==> config.mk <==
export PLATFORM = sky130hd
export DESIGN_NAME = irq_request_latch
export DESIGN_NICKNAME = d
export VERILOG_FILES = /design/src/rtl/irq_pkg.sv /design/src/rtl/irq_edge_sync.sv /design/src/rtl/irq_request_latch.sv
export SDC_FILE = /design/constraint.sdc
export NUM_CORES = 1
export LEC_CHECK = 0
export ABC_AREA = 1
export CAP_MARGIN = 5
export CORE_AREA = 2 2 53 55
export CTS_BUF_LIST = sky130_fd_sc_hd__clkbuf_8
export DETAILED_ROUTE_END_ITERATION = 7
export DIE_AREA = 0 0 55 57
export GPL_ROUTABILITY_DRIVEN = 0
export MAX_ROUTING_LAYER = met4
export PLACE_DENSITY = 0.84
export SLEW_MARGIN = 30
export SYNTH_ARGS = -nofsm -noshare
export SYNTH_HDL_FRONTEND = slang
export SYNTH_SLANG_ARGS = --single-unit
==> constraint.sdc <==
create_clock -name clk -period 1.45 [get_ports clk]
set_input_delay 0.2175 -clock clk [delete_from_list [all_inputs] [get_ports clk]]
set_output_delay 0.2175 -clock clk [all_outputs]
set_load 0.02 [all_outputs]
==> src/rtl/irq_pkg.sv <==
// -----------------------------------------------------------------------------
// irq_pkg
//
// Shared definitions for the interrupt request latch that feeds the 8-to-3
// priority encoder.
//
// Contents:
//   N_IRQ        number of request lines (fixed at 8 by the encoder)
//   IRQ_IDXW     width of a line index, clog2(N_IRQ)
//   irq_state_t  handshake state: IDLE, PEND (request presented), GAP
//   onehot_idx   index -> one-hot line vector; out-of-range indices give 0
// -----------------------------------------------------------------------------
package irq_pkg;

   localparam int N_IRQ    = 8;
   localparam int IRQ_IDXW = 3;

   typedef enum logic [1:0] {
      IDLE = 2'd0,
      PEND = 2'd1,
      GAP  = 2'd2
   } irq_state_t;

   // Decode a line index into a one-hot vector. Only indices below N_IRQ can
   // match, so any index at or beyond the line count decodes to all zeros.
   function automatic logic [N_IRQ-1:0] onehot_idx(input logic [IRQ_IDXW-1:0] idx);
      logic [N_IRQ-1:0] oh;
      oh = '0;
      for (int i = 0; i < N_IRQ; i++) begin
         oh[i] = (int'(idx) == i);
      end
      return oh;
   endfunction

endpackage : irq_pkg

==> src/rtl/irq_edge_sync.sv <==
// -----------------------------------------------------------------------------
// irq_edge_sync
//
// One request line: a SYNC_STAGES-deep synchroniser followed by a history
// flop. The history flop holds the previous synchronised value, so rise is
// high for exactly one cycle per low-to-high transition of the line.
//
// Parameters:
//   SYNC_STAGES  synchroniser depth, 2 or 3
//
// Ports:
//   clk      in   clock, rising edge
//   rst_n    in   synchronous active-low reset
//   irq_raw  in   asynchronous request line
//   rise     out  one-cycle pulse on a synchronised rising edge
//
// The history flop resets to 0, so a line held high through reset produces
// one edge once reset releases.
// -----------------------------------------------------------------------------
module irq_edge_sync #(
   parameter int SYNC_STAGES = 2
) (
   input  logic clk,
   input  logic rst_n,
   input  logic irq_raw,
   output logic rise
);

   logic [SYNC_STAGES-1:0] sync_d;
   logic [SYNC_STAGES-1:0] sync_q;
   logic                   prev_d;
   logic                   prev_q;

   // NOTE: every signal written here is assigned unconditionally, so no
   // latch can be inferred; next-state logic stays purely combinational.
   always_comb begin
      sync_d = {sync_q[SYNC_STAGES-2:0], irq_raw};
      prev_d = sync_q[SYNC_STAGES-1];
   end

   // NOTE: reset is sampled on the clock edge (synchronous), and all state
   // uses non-blocking assignments so every flop sees pre-edge values.
   always_ff @(posedge clk) begin
      if (!rst_n) begin
         sync_q <= '0;
         prev_q <= 1'b0;
      end else begin
         sync_q <= sync_d;
         prev_q <= prev_d;
      end
   end

   assign rise = sync_q[SYNC_STAGES-1] & ~prev_q;

endmodule : irq_edge_sync

==> src/rtl/irq_request_latch.sv <==
// -----------------------------------------------------------------------------
// irq_request_latch
//
// Upstream stage of the 8-to-3 priority encoder. Each asynchronous request
// line is synchronised and edge-detected; every rising edge is held as a
// pending bit until the consumer acknowledges that line's index.
//
// Parameters:
//   N            request lines (the encoder fixes this at 8)
//   IDXW         ack index width, clog2(N)
//   SYNC_STAGES  synchroniser depth per line, 2 or 3
//
// Ports:
//   clk        in   clock, rising edge
//   rst_n      in   synchronous active-low reset
//   irq_raw    in   [N]     asynchronous request lines
//   irq_mask   in   [N]     1 = line enabled (synchronous to clk)
//   req_vec    out  [N]     pending & irq_mask, straight into the encoder
//   irq_valid  out          a masked request is being presented (state PEND)
//   ack_valid  in           one-cycle ack pulse from the consumer
//   ack_idx    in   [IDXW]  index of the line being serviced
//   pending    out  [N]     raw pending bits, unmasked, for status
//   lost       out  [N]     (IRQ_LOST_EN only) sticky: an edge arrived on a
//                           line that was already pending
//
// Build option:
//   IRQ_LOST_EN  when defined, adds the lost output and its flops. When not
//                defined the port does not exist; all else is identical.
//
// Handshake:
//   IDLE -> PEND  when any masked request exists
//   PEND -> GAP   on ack_valid (the indexed pending bit is cleared)
//   PEND -> IDLE  when masking removes every request before an ack
//   GAP  -> PEND  if requests remain, else IDLE (always exactly one cycle)
// Acks in IDLE or GAP are ignored entirely.
// -----------------------------------------------------------------------------
module irq_request_latch
   import irq_pkg::*;
#(
   parameter int N           = N_IRQ,
   parameter int IDXW        = IRQ_IDXW,
   parameter int SYNC_STAGES = 2
) (
   input  logic            clk,
   input  logic            rst_n,
   input  logic [N-1:0]    irq_raw,
   input  logic [N-1:0]    irq_mask,
   output logic [N-1:0]    req_vec,
   output logic            irq_valid,
   input  logic            ack_valid,
   input  logic [IDXW-1:0] ack_idx,
   output logic [N-1:0]    pending
`ifdef IRQ_LOST_EN
   ,
   output logic [N-1:0]    lost
`endif
);

   // --------------------------------------------------------------------------
   // Per-line synchroniser and edge detector
   // --------------------------------------------------------------------------
   logic [N-1:0] rise;

   for (genvar g = 0; g < N; g++) begin : g_line
      irq_edge_sync #(
         .SYNC_STAGES (SYNC_STAGES)
      ) u_edge_sync (
         .clk     (clk),
         .rst_n   (rst_n),
         .irq_raw (irq_raw[g]),
         .rise    (rise[g])
      );
   end

   // --------------------------------------------------------------------------
   // Pending vector
   // --------------------------------------------------------------------------
   logic [N-1:0] pending_d;
   logic [N-1:0] pending_q;
   logic [N-1:0] clr;
   logic         ack_accept;
   logic         any_req;
   irq_state_t   state_d;
   irq_state_t   state_q;

   // The encoder sees every line driven: unpending or masked lines give 0.
   assign req_vec    = pending_q & irq_mask;
   assign any_req    = |req_vec;
   assign ack_accept = ack_valid && (state_q == PEND);

   always_comb begin
      clr       = ack_accept ? onehot_idx(ack_idx) : '0;
      // Rise is OR-ed in after the clear, so a new edge on the line being
      // acknowledged keeps its pending bit set.
      pending_d = (pending_q & ~clr) | rise;
   end

   // --------------------------------------------------------------------------
   // Handshake FSM
   // --------------------------------------------------------------------------
   always_comb begin
      state_d = state_q;
      unique case (state_q)
         IDLE: begin
            if (any_req) state_d = PEND;
         end
         PEND: begin
            // An ack always opens the gap, even if its index was not pending.
            if (ack_valid)     state_d = GAP;
            else if (!any_req) state_d = IDLE;
         end
         GAP: begin
            // One cycle for the encoder output to re-settle after the clear.
            state_d = any_req ? PEND : IDLE;
         end
         default: state_d = IDLE;
      endcase
   end

   always_ff @(posedge clk) begin
      if (!rst_n) begin
         state_q   <= IDLE;
         pending_q <= '0;
      end else begin
         state_q   <= state_d;
         pending_q <= pending_d;
      end
   end

   assign pending   = pending_q;
   assign irq_valid = (state_q == PEND);

   // --------------------------------------------------------------------------
   // Lost-edge status
   // --------------------------------------------------------------------------
`ifdef IRQ_LOST_EN
   logic [N-1:0] lost_d;
   logic [N-1:0] lost_q;

   // A second edge is lost only if the bit it lands on stays pending; an edge
   // coinciding with that line's clear simply re-pends it. A clear drops the
   // lost bit unless a fresh loss is recorded in the same cycle.
   always_comb begin
      lost_d = (lost_q & ~clr) | (rise & pending_q & ~clr);
   end

   always_ff @(posedge clk) begin
      if (!rst_n) begin
         lost_q <= '0;
      end else begin
         lost_q <= lost_d;
      end
   end

   assign lost = lost_q;
`endif

endmodule : irq_request_latch
==> Implementation_results.wiki <==
{| class="wikitable"
! Metric !! Value
|-
| Average via count per standard cell || 4.40
|-
| Number of cells produced by synthesis || 159
|-
| Fill count || 228
|-
| Setup repair after global routing missed its margin || false
|-
| Wire length of the first global-routing pass || 3.47 mm
|-
| Post-CTS Hold Buffers || 0
|-
| IO buf count || 38
|-
| Total power per unit cell area || 1050 nW/µm²
|-
| Number of global-route vias before repair || 934
|-
| Root cell of the clock tree || clkbuf_8
|-
| Number of vias after detailed routing || 1052
|-
| Clock Pin Slew Worst Setup and Hold Paths || 0.06 ns
|-
| Total of warnings raised by yosys || 0
|-
| X dimension of the die || 55 µm
|-
| Clock period minus final worst setup slack || 1.34 ns
|-
| CTS sink cnt || 34
|-
| Final count of hold timing violations || 0
|-
| Antenna cells || 0
|-
| Sum of negative setup slack || 0 ns
|-
| R2r worst-path depth || 3
|-
| Largest net degree at the start of global routing || 35
|-
| Chip height || 57 µm
|-
| Final routed wirelength across all metal layers || 2.09 mm
|-
| Core Rows || 19
|-
| Share of the cycle needed by the critical path after routing || 92.2%
|-
| Synth Register Bits || 34
|-
| Setup clock skew after layout || 0.00675 ns
|-
| Total Nets Final || 230
|-
| Synth top area share || 54.1%
|-
| Critical Path Source Type || input port
|-
| Required time worst endpoint || 1.23 ns
|-
| Outcome || finished clean
|-
| Effective utilization at floorplan || 48.1%
|-
| Most frequent cells in the layout || nand2_1 (43), inv_1 (38), dfxtp_1 (34)
|-
| Average cell area after synthesis || 7.91 µm²
|-
| Biggest area contributors in the synthesized netlist || dfxtp_1 (54%), nand2_1 (13%), inv_1 (11%)
|-
| Minimum hold slack || 0.401 ns
|-
| GRT Overall Usage || 15.8%
|-
| Antenna-violating nets left || 0
|-
| Worst Setup End Kind || output port
|-
| Placeable Area || 2620 µm²
|-
| Power after layout || 1.84 mW
|-
| Slew Limit Fails || 0
|-
| CTS HTree Levels || 2
|-
| GR Overflow Total || 0
|-
| CTS buffer count || 5
|-
| Normalized max-slew margin || 85.3%
|-
| Post-synthesis instance area || 1260 µm²
|-
| Placed Cells || 232
|-
| Number of nets in the synthesized netlist || 181
|-
| Half-perimeter wire length after detailed placement || 1.57 mm
|-
| Placed Area || 1700 µm²
|-
| Initial antenna violation count || 0
|-
| Most common cell after layout, fill and taps aside || nand2_1
|-
| Arrival time at the worst endpoint || 1.12 ns
|-
| Largest driver fanout on the critical path || 2
|-
| Total leakage power || 1.06 nW
|-
| Layout Area Growth over Synthesis || 39.7%
|-
| TritonCTS clock tree || built
|-
| Initial drt markers || 29
|-
| Kind of path behind the tightest hold check || reg -> reg
|-
| Maxcap violations || 0
|-
| Post-route standard cell area excluding fillers || 1760 µm²
|-
| Per-cell routed wire length || 8.76 µm
|-
| Proportion of synthesized chip area in sequential cells || 54.1%
|-
| Clk Latency, worst-skew pair || 0.28 ns
|-
| Category of the critical setup timing path || in -> out
|-
| Finished Layout Cells || 239
|-
| Die area || 3140 µm²
|-
| Yosys top cell by area || dfxtp_1
|-
| Post-route core utilization || 67.2%
|-
| Number of buffers on the longest clock path || 2
|-
| Peak supply drop || 0.999 mV
|-
| Final setup violation count || 0
|-
| Detailed-routing iteration count for the pre-antenna-repair pass || 5
|-
| Top-level port count || 39
|-
| Hold path depth || 1
|-
| Fraction of layout cells with a size suffix above 1 || 10.1%
|-
| Fmax || 748 MHz
|-
| Residual DRC count || 0
|-
| Transition time of the tightest slew-check pin || 0.221 ns
|-
| Library cells used by synthesis || 16
|-
| Minimum setup slack in the final design || 0.112 ns
|-
| Post-place setup slack || -0.161 ns
|}
layout make-up:
| class | instances | area, µm² | area share (%) |
|---|---|---|---|
| flip-flops and latches | 34 | 681 | 38.7 |
| repair buffers | 46 | 432 | 24.6 |
| multi-input cells | 83 | 384 | 21.9 |
| inverters | 38 | 143 | 8.12 |
| clock buffers | 5 | 68.8 | 3.92 |
| well taps | 31 | 38.8 | 2.21 |
| clock inverters | 2 | 10.0 | 0.570 |
where the power goes:
part           switching (mW)  internal [mW]  total [mW]
Sequential             0.0203          0.979       0.999
Clock                   0.301          0.321       0.622
Combinational           0.108          0.114       0.223
Total                   0.430           1.41        1.84
synthesized netlist by cell type, drive strengths merged:
cell type	count
buf	4
inv	38
nand2	46
dfxtp	34
nor2	17
o21bai	8
a21oi	1
o21ai	2
nand3	9
worst max-delay path, cell delays in order:
cell,delay (ns)
clkdlybuf4s50_1,0.46
nand2_1,0.06
inv_1,0.05
dlygate4sd2_1,0.33
per-layer routing:
metal,global-route usage [%],wire [µm],vias up,share of wire (%)
met2,25.9,1010,30,48
met4,9.41,44,0,2.1
li1,-,-,554,-
met1,16.1,872,463,42
met3,4.71,166,5,7.9
met5,-,0,-,0
state kept, by name, indices dropped and copies added (netlist names):
signal / flops
pending: 8
g_line.u_edge_sync.prev_q: 8
g_line.u_edge_sync.sync_q: 16
state_q: 2
timing repair:
item / in CTS / in global routing
hold endpoints to repair: 0 / 0
gates resized for setup: 17 / 0
setup endpoints to repair: 17 / 0
setup buffers: 0 / 0
kinds of logic (layout without fill, tap and decap cells):
kind of cell / count (synthesis) / after routing / synth area share [%]
and+or+nand+nor: 72 / 72 / 24.6
DFF: 34 / 34 / 54.1
buffers and inverters: 42 / 91 / 15.3
AOI/OAI and AO/OA: 11 / 11 / 5.97
worst paths after layout:
kind	start	end	slack [ns]
max	irq_mask[3]	req_vec[3]	0.11
min	g_line[7].u_edge_sync.prev_q$_SDFF_PN0_	pending[7]$_SDFF_PN0_	0.40
max reg2reg	state_q[0]$_SDFFE_PN0P_	pending[7]$_SDFF_PN0_	0.54
min reg2reg	g_line[7].u_edge_sync.prev_q$_SDFF_PN0_	pending[7]$_SDFF_PN0_	0.40
(Power assumes the default switching activity.)
